$ cat config.mk
export PLATFORM = sky130hd
export DESIGN_NAME = fifo_rd_stream
export DESIGN_NICKNAME = d
export VERILOG_FILES = /design/src/rtl/fifo_pkg.sv /design/src/rtl/fifo_rd_stream.sv
export SDC_FILE = /design/constraint.sdc
export NUM_CORES = 1
export LEC_CHECK = 0
export ABC_AREA = 1
export ABC_CLOCK_PERIOD_IN_PS = 2350
export BUFFER_PORTS_ARGS = -buffer_cell sky130_fd_sc_hd__buf_2
export CAP_MARGIN = 20
export CORE_ASPECT_RATIO = 0.6
export CORE_MARGIN = 5
export CORE_UTILIZATION = 53
export DETAILED_ROUTE_END_ITERATION = 10
export MAX_ROUTING_LAYER = met4
export PLACE_DENSITY = 0.81
export SLEW_MARGIN = 0
export SYNTH_ARGS = -nofsm -noshare
export SYNTH_HDL_FRONTEND = slang
export SYNTH_SLANG_ARGS = --single-unit
$ cat constraint.sdc
create_clock -name rd_clk -period 2.35 [get_ports rd_clk]
set_input_delay 0.3525 -clock rd_clk [delete_from_list [all_inputs] [get_ports rd_clk]]
set_output_delay 0.3525 -clock rd_clk [all_outputs]
set_load 0.01 [all_outputs]
$ cat src/rtl/fifo_pkg.sv
// Shared types and constants for the FIFO read-side adapters.
// Latency: n/a (package only).
// Backpressure: n/a (package only).
package fifo_pkg;

    // Buffer occupancy; the encoding equals the number of words held.
    typedef enum logic [1:0] {
        OCC_EMPTY,
        OCC_ONE,
        OCC_TWO
    } occ_e;

    // Cycles from an accepted FIFO read to its data appearing on fifo_rd_data.
    localparam int FIFO_RD_LATENCY = 1;

endpackage

$ cat src/rtl/fifo_rd_stream.sv
// FIFO read port to valid/ready stream adapter with a 2-entry head/skid buffer.
// Latency: fifo_rd_empty low at N -> read at N, data lands N+1, m_valid at N+2; 1 word/cycle sustained.
// Backpressure: m_ready low holds m_valid/m_data; reads stop once 2 words are held or in flight.
// Optional macro FIFO_RD_STREAM_STATS_EN adds the 32-bit pop_count port.
module fifo_rd_stream
    import fifo_pkg::*;
#(
    parameter int BITS = 32
) (
    input  logic            rd_clk,
    input  logic            rd_rst_n,
    output logic            fifo_rd_en,
    input  logic            fifo_rd_empty,
    input  logic [BITS-1:0] fifo_rd_data,
    output logic            m_valid,
    input  logic            m_ready,
`ifdef FIFO_RD_STREAM_STATS_EN
    output logic [31:0]     pop_count,
`endif
    output logic [BITS-1:0] m_data
);

    // Slots needed to cover the read latency plus one held word at full rate.
    localparam int SLOTS = FIFO_RD_LATENCY + 1;

    occ_e            occ_q, occ_d;
    logic            inflight_q;
    logic            valid_q;
    logic [BITS-1:0] head_q, head_d;
    logic [BITS-1:0] skid_q, skid_d;
    logic            pop;
    logic            land;
    logic [2:0]      level;

    assign pop  = valid_q && m_ready;
    assign land = inflight_q;

    // Words held plus in flight after this cycle's pop; pop implies occ >= 1, so no underflow.
    assign level = {1'b0, occ_q} + {2'b00, inflight_q} - {2'b00, pop};

    // m_ready reaches fifo_rd_en combinationally so a pop frees a slot in the same cycle.
    assign fifo_rd_en = rd_rst_n && !fifo_rd_empty && (level < 3'(SLOTS));

    assign m_valid = valid_q;
    assign m_data  = head_q;

    // Next buffer state from the (land, pop) pair; a landing word always finds a free slot.
    always_comb begin
        occ_d  = occ_q;
        head_d = head_q;
        skid_d = skid_q;
        case (occ_q)
            OCC_EMPTY: begin
                if (land) begin
                    occ_d  = OCC_ONE;
                    head_d = fifo_rd_data;
                end
            end
            OCC_ONE: begin
                if (land && pop) begin
                    head_d = fifo_rd_data;
                end else if (land) begin
                    occ_d  = OCC_TWO;
                    skid_d = fifo_rd_data;
                end else if (pop) begin
                    occ_d  = OCC_EMPTY;
                end
            end
            OCC_TWO: begin
                if (pop) begin
                    occ_d  = OCC_ONE;
                    head_d = skid_q;
                end
            end
            default: begin
                occ_d = OCC_EMPTY;
            end
        endcase
    end

    // Buffer registers, in-flight tracking and the registered valid flag.
    always_ff @(posedge rd_clk) begin
        if (!rd_rst_n) begin
            occ_q      <= OCC_EMPTY;
            inflight_q <= 1'b0;
            valid_q    <= 1'b0;
            head_q     <= '0;
            skid_q     <= '0;
        end else begin
            occ_q      <= occ_d;
            inflight_q <= fifo_rd_en;
            valid_q    <= (occ_d != OCC_EMPTY);
            head_q     <= head_d;
            skid_q     <= skid_d;
        end
    end

`ifdef FIFO_RD_STREAM_STATS_EN
    logic [31:0] pop_count_q;

    // Count accepted stream words; wraps naturally at 32 bits.
    always_ff @(posedge rd_clk) begin
        if (!rd_rst_n) begin
            pop_count_q <= '0;
        end else if (pop) begin
            pop_count_q <= pop_count_q + 32'd1;
        end
    end

    assign pop_count = pop_count_q;
`endif

    // Held plus in-flight words never exceed the buffer depth.
    a_occ_bound: assert property (@(posedge rd_clk) disable iff (!rd_rst_n)
        ({1'b0, occ_q} + {2'b00, inflight_q}) <= 3'd2);

    // No word may land while both slots are full.
    a_no_land_full: assert property (@(posedge rd_clk) disable iff (!rd_rst_n)
        (occ_q == OCC_TWO) |-> !inflight_q);

    // A stalled word stays put until it is taken.
    a_hold_stable: assert property (@(posedge rd_clk) disable iff (!rd_rst_n)
        (m_valid && !m_ready) |=> (m_valid && $stable(m_data)));

endmodule
# Word-level counts from Yosys, hierarchy flattened
# Index checks and enable logic that the tools add are counted.
# word_totals
register_bits	68
out_inout_bits	34
input_bits	36
wordCells	34
# op_classes
mux	10
n_addsub	2
n_reduce_logical	10
order_cmp	1
bitwise	1
eq_ne	5
# ops
op	count
$mux 32	3
$pmux 32 s3	1
$mux 2	5
$ne 2x2->1 const B	3
$pmux 2 s3	1
$logic_and 1x1->1	4
$reduce_and 4->1	1
$add 2x1->3	1
$lt 3x2->1 const B	1
$reduce_and 3->1	1
$reduce_bool 3->1	1
$sub 3x1->3	1
$eq 2x1->1 const B	1
$eq 2x2->1 const B	1
$logic_not 2->1	1
$reduce_bool 2->1	1
$logic_not 1->1	1
$not 1->1	1

# Longest topological paths before layout
# logic_depth
word_depth	6
mapped_depth	9
mapped_depth_nobuf	7

# Worst setup path after synthesis
# No wires, ideal clock.
# synth_path
path_type	reg2out
startpoint	register valid_q (netlist: m_valid)
endpoint	output port fifo_rd_en
required_ps	1997
path_stages_with_launch	7
path_buffers	0
path_slack_ps	134
t_arrival_ps	1864
path_cell_list	dfxtp_1 -> nand2_1 -> ha_1 -> or2_2 -> fa_1 -> nand2_1 -> nor3_1
# synth_between
elab_chain_cells	4
# synth_rtl
item	line_no	source
start, declared	fifo_rd_stream.sv:28	logic valid_q;
start signal, assigned	fifo_rd_stream.sv:92	valid_q <= (occ_d != OCC_EMPTY);
$logic_and 1x1->1	fifo_rd_stream.sv:35	assign pop = valid_q && m_ready;
$sub 3x1->3	fifo_rd_stream.sv:39	assign level = {1'b0, occ_q} + {2'b00, inflight_q} - {2'b00, pop};
$lt 3x2->1	fifo_rd_stream.sv:42	assign fifo_rd_en = rd_rst_n && !fifo_rd_empty && (level < 3'(SLOTS));
$logic_and 1x1->1	fifo_rd_stream.sv:42	
end, declared	fifo_rd_stream.sv:12	output logic fifo_rd_en,
# No other way between the ends.

# Worst setup path after layout
# Same ends and word-level chain as after synthesis.

==> out/qor.csv <==
metric;value;unit
Post-CTS Hold Buffers;0;
H-tree levels;3;
Root Buffer;clkbuf_8;
top post-synthesis cells by area;dfxtp_1 45%, nand2_1 21%, nor2_1 16%;
first-pass GRT wire length;12.0;mm
clock sink count;68;
initial antenna violation count;0;
die area;7300;um^2
nets@finish;577;
Final Setup Violations;1;
grt ovf;0;
distinct cell type count after synthesis;16;
largest net degree at the start of global routing;39;
Worst R2R Start;m_valid;
final setup margin;-0.0401;ns
Startpoint Class;flop;
sequential cell area fraction in the yosys report;0.454;
Crit Path Class;flop to output pin;
GRT Resource Usage Total;0.213;
Mapped Cells;476;
Syn Area/Cell;6.29;um^2
failing checks;negative setup slack;
Worst Path Arrival;2.04;ns
f_max;0.418;GHz
Routed Antenna Nets;0;
RePlAce Congestion;0.785;
WP data required;2.00;ns
CP startpoint;m_valid;
Clock Path Buffers;2;
CP Max Fanout;2;
row count;21;
Die H;68.2;um
#FFs+latches synth;68;
# IOs;70;
Clk Latency, worst-skew pair;0.34;ns
# diodes;0;
P_leak;0.00203;uW
Worst setup EP type;output pin;
placed insts;595;
die outline width;107;um
worst hold-check path type;primary input to flop;
HP Start;fifo_rd_empty;
via count;2905;
initial DRC count;150;
Max Cap Viol;0;
Slew Viols, Final;0;
layout cells sized above 1;0.189;
CORE AREA;5520;um^2
leading area contributor after synthesis;dfxtp_1;
RSZ-0062 raised after global routing;true;
Worst VDD drop;0.482;mV
Reg2Reg Setup Slack;0.54;ns
top-area cell type share of the netlist area;0.454;
vias in the first global route;2662;
Post-Syn Area;3000;um^2
status;complete, but fails checks;
Layout area overhead;20.6;%
final instance count without filler cells;613;
Final HPWL DP;4.64;mm
CP max stage delay;0.48;ns
YS warnings;0;
slowest CP cell;fa_1;
Worst slew margin;0.315;
DR WL/cell;11.5;um
Initial Util;0.543;
TritonCTS clock tree;yes;
worst-margin pin slew;1.03;ns
syn nets;514;
final total power;4040;uW
router iterations before antenna repair;4;
Fin Clk Skew;0.00935;ns
post-layout minimum cycle time;2.39;ns
fin crit share;1.02;
Power per Cell Area;1120;nW/um^2
DRC Markers;0;
R2R cell count;7;
vias per std cell;4.74;
CTS buffer count;9;
Final Hold Vio Count;0;
Hold Crit Depth;2;
IO buf count;69;
Worst-path clk slew;0.07;ns
final WL;7.04;mm
Cell Chain, Critical Path;nand2_4, ha_4, or2_4, fa_1, nand2_1, nor3_2, buf_2;
==> metal layers <==
layer,share of wire,vias to the layer above,global-route usage
met1,0.48,1272,0.275
met3,0.069,6,0.0613
li1,-,1537,-
met5,0,-,-
met4,0.0044,0,0.0510
met2,0.45,90,0.335
==> timing repair <==
action,4_1_cts,5_1_grt
gates resized for setup,6,1
buffers inserted,2,0
endpoints found under the setup margin,1,1
pin swaps,2,1
==> critical path: cells and delay by family (launching register included) <==
| kind | cells | cell delay, ns |
|---|---|---|
| buffers and inverters | 1 | 0.14 |
| AND/OR/NAND/NOR | 4 | 0.52 |
| flip-flops | 1 | 0.35 |
| adder cells (fa/ha/maj) | 2 | 0.69 |
==> flip-flops by register name, summed over array words and instances, names as in the netlist <==
signal,cells
m_valid,1
inflight_q,1
m_data,32
occ_q,2
skid_q,32
==> cells in the mapped netlist, drive strengths merged <==
| cell | instances |
|---|---|
| o21ai | 33 |
| ha | 1 |
| or2 | 1 |
| dfxtp | 68 |
| inv | 39 |
| xor2 | 1 |
| buf | 13 |
| nand4 | 1 |
| nor3 | 2 |
| clkbuf | 13 |
| fa | 1 |
| nand2 | 172 |
| nor2 | 131 |
==> stage by stage <==
stage	TNS (ns)	util	hold slack, ns	instance area [um^2]	worst slack [ns]
floorplan	0	-	0.432	3000	0.134
global placement	0	0.610	0.491	3370	0.0589
detailed placement	0	0.610	0.498	3370	0.0207
CTS	-0.0856	0.654	0.176	3610	-0.0856
global route	-0.132	0.655	0.184	3610	-0.132
finish	-0.0401	0.655	0.197	3610	-0.0401
==> final timing paths <==
check                to
max          fifo_rd_en
min          inflight_q
max reg2reg  inflight_q
min reg2reg  m_data[17]
==> report_power, final <==
group          total, uW  internal, uW  leakage (uW)  switching [uW]
Sequential          1520          1390      0.000555             127
Clock                958           516     0.0000983             441
Combinational       1570           551       0.00138            1020
==> logic make-up (layout without fill, tap and decap cells) <==
group | Yosys count | count (layout) | share of synthesized area
AOI/OAI and AO/OA | 33 | 33 | 0.0551
xor gates and xnor gates | 1 | 1 | 0.00292
adders and majority gates | 2 | 2 | 0.0109
buffers and inverters | 65 | 133 | 0.0886
DFF | 68 | 68 | 0.454
and+or+nand+nor | 307 | 307 | 0.388
==> layout make-up <==
class | count | area, um^2
Fill cell | 512 | 1910
Multi-Input combinational cell | 343 | 1400
Sequential cell | 68 | 1360
Timing Repair Buffer | 78 | 413
Inverter | 39 | 146
Clock buffer | 10 | 138
Tap cell | 69 | 86.3
Clock inverter | 6 | 63.8
==> layout by cell type, fill, tap and decap left out <==
master / n
clkbuf_8: 10
dfxtp_2: 2
nor2_2: 1
or2_4: 1
nand2_1: 169
nor2_1: 130
clkinv_4: 1
fa_1: 1
o21ai_0: 33
bufinv_16: 1
clkinvlp_4: 2
buf_2: 69
nor3_2: 1
buf_4: 9
ha_4: 1
clkinv_2: 2
nand4_1: 1
nor3_1: 1
dfxtp_1: 66
nand2_4: 1
inv_1: 39
nand2_2: 2
xor2_1: 1
Note: power is estimated with default switching activity, not from simulation.
